$ cat src/rtl/instr_fetch_sequencer_if.sv
// Fetch-sequencer bus: ROM address/data, execute-side valid/ready slot, branch redirect and wait status.
// master = sequencer side, slave = ROM/execute side.
interface instr_fetch_sequencer_if #(
  parameter int ADDR_W  = 16,
  parameter int INSTR_W = 28
);
  logic [ADDR_W-1:0]  oRomAddress;
  logic [INSTR_W-1:0] iRomInstruction;
  logic [INSTR_W-1:0] oInstruction;
  logic [ADDR_W-1:0]  oPC;
  logic               oInstrValid;
  logic               iInstrReady;
  logic               iBranchTaken;
  logic [ADDR_W-1:0]  iBranchTarget;
  logic               oBusy;

  modport master (
    output oRomAddress, oInstruction, oPC, oInstrValid, oBusy,
    input  iRomInstruction, iInstrReady, iBranchTaken, iBranchTarget
  );

  modport slave (
    input  oRomAddress, oInstruction, oPC, oInstrValid, oBusy,
    output iRomInstruction, iInstrReady, iBranchTaken, iBranchTarget
  );
endinterface

$ cat src/rtl/instr_fetch_sequencer.sv
// Owns the PC, registers each ROM word into a valid/ready slot for execute, redirects on taken branches.
// NOP-operand wait periods (RUN/WAIT FSM, 24-bit counter) are built only with INSTR_FETCH_NOP_DELAY_EN defined.
`ifndef NOP
`define NOP 4'h0
`endif

module instr_fetch_sequencer #(
  parameter int                ADDR_W   = 16,
  parameter int                INSTR_W  = 28,
  parameter logic [ADDR_W-1:0] RESET_PC = '0
) (
  input logic                      Clock,
  input logic                      Reset,
  instr_fetch_sequencer_if.master  bus
);
  logic [ADDR_W-1:0]  fetch_pc;
  logic [ADDR_W-1:0]  pc_q;
  logic [INSTR_W-1:0] instr_q;
  logic               vld_q;
  logic               accept;
  logic               load;
  logic               hold_vld;
  logic               release_wait;
  logic               busy;

  assign accept = vld_q & bus.iInstrReady;

`ifdef INSTR_FETCH_NOP_DELAY_EN
  localparam logic [3:0] NOP_OP = `NOP;

  typedef enum logic {ST_RUN, ST_WAIT} state_t;
  state_t      state;
  state_t      state_nxt;
  logic [23:0] wait_cnt;
  logic        nop_hit;

  // Only a slot that execute is taking right now can start a wait.
  assign nop_hit = accept && (instr_q[INSTR_W-1 -: 4] == NOP_OP) && (instr_q[23:0] != 24'd0);

  always_ff @(posedge Clock) begin
    if (Reset) state <= ST_RUN;
    else       state <= state_nxt;
  end

  always_comb begin
    state_nxt = state;
    if (bus.iBranchTaken) begin
      state_nxt = ST_RUN;
    end else begin
      case (state)
        ST_RUN:  if (nop_hit) state_nxt = ST_WAIT;
        ST_WAIT: if (wait_cnt == 24'd1) state_nxt = ST_RUN;
        default: state_nxt = ST_RUN;
      endcase
    end
  end

  always_comb begin
    load         = 1'b0;
    hold_vld     = 1'b0;
    release_wait = 1'b0;
    busy         = (state == ST_WAIT);
    if (!bus.iBranchTaken) begin
      if (state == ST_RUN) begin
        load     = !vld_q || bus.iInstrReady;
        hold_vld = nop_hit;
      end else begin
        release_wait = (wait_cnt == 24'd1);
      end
    end
  end

  always_ff @(posedge Clock) begin
    if (Reset || bus.iBranchTaken)        wait_cnt <= '0;
    else if (state == ST_RUN && nop_hit)  wait_cnt <= instr_q[23:0];
    else if (state == ST_WAIT)            wait_cnt <= wait_cnt - 24'd1;
  end
`else
  always_comb begin
    load         = !bus.iBranchTaken && (!vld_q || bus.iInstrReady);
    hold_vld     = 1'b0;
    release_wait = 1'b0;
    busy         = 1'b0;
  end
`endif

  // Branch beats everything: the slot is flushed and the target fetched on the following edge.
  always_ff @(posedge Clock) begin
    if (Reset) begin
      fetch_pc <= RESET_PC;
      pc_q     <= '0;
      instr_q  <= '0;
      vld_q    <= 1'b0;
    end else if (bus.iBranchTaken) begin
      fetch_pc <= bus.iBranchTarget;
      vld_q    <= 1'b0;
    end else if (load) begin
      instr_q  <= bus.iRomInstruction;
      pc_q     <= fetch_pc;
      vld_q    <= !hold_vld;
      fetch_pc <= fetch_pc + ADDR_W'(1);
    end else if (release_wait) begin
      vld_q    <= 1'b1;
    end
  end

  assign bus.oRomAddress  = fetch_pc;
  assign bus.oInstruction = instr_q;
  assign bus.oPC          = pc_q;
  assign bus.oInstrValid  = vld_q;
  assign bus.oBusy        = busy;
endmodule

$ cat src/flat_wrapper.sv
// flat-port wrapper written by rule: the top's interface ports become plain ports
module instr_fetch_sequencer_flat 
#(
  parameter int                ADDR_W   = 16,
  parameter int                INSTR_W  = 28,
  parameter logic [ADDR_W-1:0] RESET_PC = '0
)
  (Clock, Reset, bus_oRomAddress, bus_oInstruction, bus_oPC, bus_oInstrValid, bus_oBusy, bus_iRomInstruction, bus_iInstrReady, bus_iBranchTaken, bus_iBranchTarget);
  instr_fetch_sequencer_if #(.ADDR_W(ADDR_W), .INSTR_W(INSTR_W)) bus_i ();
  input logic Clock;
  input logic Reset;
  output wire logic [$bits(bus_i.oRomAddress)-1:0] bus_oRomAddress;
  output wire logic [$bits(bus_i.oInstruction)-1:0] bus_oInstruction;
  output wire logic [$bits(bus_i.oPC)-1:0] bus_oPC;
  output wire logic [$bits(bus_i.oInstrValid)-1:0] bus_oInstrValid;
  output wire logic [$bits(bus_i.oBusy)-1:0] bus_oBusy;
  input wire logic [$bits(bus_i.iRomInstruction)-1:0] bus_iRomInstruction;
  input wire logic [$bits(bus_i.iInstrReady)-1:0] bus_iInstrReady;
  input wire logic [$bits(bus_i.iBranchTaken)-1:0] bus_iBranchTaken;
  input wire logic [$bits(bus_i.iBranchTarget)-1:0] bus_iBranchTarget;
  assign bus_oRomAddress = bus_i.oRomAddress;
  assign bus_oInstruction = bus_i.oInstruction;
  assign bus_oPC = bus_i.oPC;
  assign bus_oInstrValid = bus_i.oInstrValid;
  assign bus_oBusy = bus_i.oBusy;
  assign bus_i.iRomInstruction = bus_iRomInstruction;
  assign bus_i.iInstrReady = bus_iInstrReady;
  assign bus_i.iBranchTaken = bus_iBranchTaken;
  assign bus_i.iBranchTarget = bus_iBranchTarget;
  instr_fetch_sequencer #(.ADDR_W(ADDR_W), .INSTR_W(INSTR_W), .RESET_PC(RESET_PC)) u_core (.Clock(Clock), .Reset(Reset), .bus(bus_i));
endmodule
$ cat config.mk
export PLATFORM = sky130hd
export DESIGN_NAME = instr_fetch_sequencer_flat
export DESIGN_NICKNAME = d
export VERILOG_FILES = /design/src/rtl/instr_fetch_sequencer_if.sv /design/src/rtl/instr_fetch_sequencer.sv /design/src/flat_wrapper.sv
export SDC_FILE = /design/constraint.sdc
export NUM_CORES = 1
export LEC_CHECK = 0
export ABC_AREA = 1
export BUFFER_PORTS_ARGS = -buffer_cell sky130_fd_sc_hd__buf_4
export CAP_MARGIN = 10
export CORE_ASPECT_RATIO = 0.7
export CORE_MARGIN = 2
export CORE_UTILIZATION = 43
export CTS_CLUSTER_SIZE = 40
export DETAILED_ROUTE_END_ITERATION = 8
export PLACE_DENSITY = 0.77
export SLEW_MARGIN = 20
export SYNTH_ARGS = -nofsm -noshare
export SYNTH_HDL_FRONTEND = slang
export SYNTH_SLANG_ARGS = --single-unit
$ cat constraint.sdc
create_clock -name Clock -period 1.35 [get_ports Clock]
set_input_delay 0.135 -clock Clock [delete_from_list [all_inputs] [get_ports Clock]]
set_output_delay 0.135 -clock Clock [all_outputs]
set_load 0.03 [all_outputs]
==> out/results.txt <==
Status: finished, final reports clean
Max frequency: 0.772 GHz
Max cap viols: 0
Synth Register Bits: 61
Final setup fails: 0
Critical Path RT: 1640 ps
Syn Nets: 402
Row cnt: 23
WL final: 7660 um
Final period utilization: 95.9%
Cells along the critical path: inv_1, nor2_4, nand2_2, nor2_2, nand3_1, nand3_1, nand2_1, inv_1
EDFF count, synth: 0
Residual DRC: 0
PortBufs: 108
Drt initial violations: 159
CTS root buf: clkbuf_8
Number of cells produced by synthesis: 353
RD Place Congestion: 0.821
Period minus WS final: 1300 ps
Initial core utilization: 44.8%
CP Launch Type: flop
Clk buf depth: 2
Clk Latency, worst-skew pair: 340 ps
Die H: 68.9 um
Post-DRT Antenna Nets: 0
N_diodes: 0
Met2 routed WL: 3370 um
Ys flop type: dfxtp_1
Total of warnings raised by yosys: 0
Vias in the first global route: 2487
Initial antenna violation count: 0
Synth area leaders: dfxtp_1, nor2_1, o21ai_0
Metal-1 WL: 3570 um
Syn avg cell area: 7.34 um2
CP Data Arrival Time: 1590 ps
Via/cell ratio: 5.06
Worst Setup End Kind: flop
CTS Hold Bufs: 0
Final WS setup: 54.8 ps
Async S/R FF share, synth: 0%
Critical path's slowest cell: dfxtp_4
CTS sink cnt: 61
Hold Path Depth: 3
Clock H-tree levels: 3
CTS tree: built
VDD IR max: 571 uV
Crit path largest cell delay: 400 ps
Seq/Total Area, Yosys: 47.1%
Post-synth top cells: nor2_1, dfxtp_1, nand2_1
Hold Crit Class: input port to flop
Final net count: 516
Die area: 6670 um2
Routed via count: 2769
Max FO, Critical Path: 7
Count leader, synth: nor2_1
Yosys top cell by area: dfxtp_1
Synth unique cells: 28
Largest net degree at the start of global routing: 39
Total power divided by cell area: 1250 nW/um2
Setup WS pre-CTS: 19.7 ps
DR WL/cell: 14.0 um
Detail Placement HPWL: 5160 um
Met3 routed WL: 636 um
Max Used Layer: met4
Clock slew at reported path FFs: 70 ps
Num ports: 110
Global-route wire length before repair: 11700 um
Critical path type: flop to flop
Fin. Hold Viols: 0
Fraction of layout cells with a size suffix above 1: 37.3%
Fill count: 484
Synth top area share: 47.1%
Die Wd: 96.8 um
R2R depth: 8
Lkg Pwr: 1.79 nW
Pins Over Slew Limit: 0
CTS Buf Count: 9
Hold slack: 44.5 ps
Area of the mapped netlist: 2590 um2
Clk_skew: 6.46 ps
GRT overflow: 0
Total track usage: 22.5%
1st-pass router iterations: 4
CORE AREA: 5780 um2
Synthesis-to-layout area growth: 49.7%
[state kept, by name, indices dropped and copies added (netlist names)]
register	flops
u_core.bus.oInstrValid	1
u_core.bus.oInstruction	28
u_core.bus.oPC	16
u_core.bus.oRomAddress	16
[worst paths after layout]
| kind | startpoint | to | slack [ps] |
|---|---|---|---|
| worst max register to register | u_core.bus.oRomAddress[2] | u_core.bus.oRomAddress[15] | 50 |
| worst min-delay path | bus_iRomInstruction[8] | u_core.bus.oInstruction[8] | 40 |
| worst max-delay path | u_core.bus.oRomAddress[2] | u_core.bus.oRomAddress[15] | 50 |
| worst min register to register | u_core.bus.oPC[11] | u_core.bus.oPC[11] | 470 |
[metrics by stage]
step	total power, W	area (um2)	std cells	utilization, %	setup TNS [ps]
detailed placement	0.00300	3520	528	60.8	0
floorplan	0.00260	2620	353	-	0
global placement	0.00298	3520	528	60.8	0
CTS	0.00487	3760	544	65.0	0
global route	0.00508	3880	547	67.0	-30.7
finish	0.00485	3880	547	67.0	0
[worst max-delay path: cells and delay by family, from the launching register on]
kind                   cells  cell delay (ps)
and+or+nand+nor            6              720
buffers and inverters      2              140
DFF                        1              400
[timing repair]
action,4_1_cts,5_1_grt
gates resized for setup,0,23
buffers inserted,0,2
setup endpoints to repair,0,7
[cell type report]
cell class	instances	area, um2	share of cell area [%]
sequential	61	1240	32.1
multi-input combinational	251	1230	31.8
timing repair buffer	124	986	25.4
clock buffer	14	204	5.26
tap	75	93.8	2.42
inverter	20	82.6	2.13
clock inverter	2	35.0	0.904
[cells in the final DEF, fill, tap and decap left out, types with 9 or more instances in the layout]
cell,count
nor2_1,95
nand3_1,16
dfxtp_2,9
nand2_1,40
inv_1,18
dfxtp_1,49
o21ai_0,37
a22oi_1,9
a21oi_1,10
clkbuf_8,13
buf_4,120
[report_power, final]
group / internal, W / total, W / switching, W
clock: 0.00116 / 0.00186 / 0.000696
sequential: 0.00193 / 0.00203 / 0.0000949
combinational: 0.000395 / 0.000970 / 0.000574
[kinds of logic after synthesis]
logic type	Yosys count	share of synthesized area (%)
other	1	0.145
adders and majority gates	1	0.483
DFF	61	47.1
xor gates and xnor gates	1	0.338
AOI/OAI and AO/OA	67	14.7
and+or+nand+nor	181	28.7
buffers and inverters	41	8.45
[routing by layer]
layer	GRT usage (%)	vias to the layer above
met1	28.4	1251
met3	8.97	10
met4	6.69	0
met5	0	-
li1	-	1380
met2	36.3	128
Note: power is estimated with default switching activity, not from simulation.
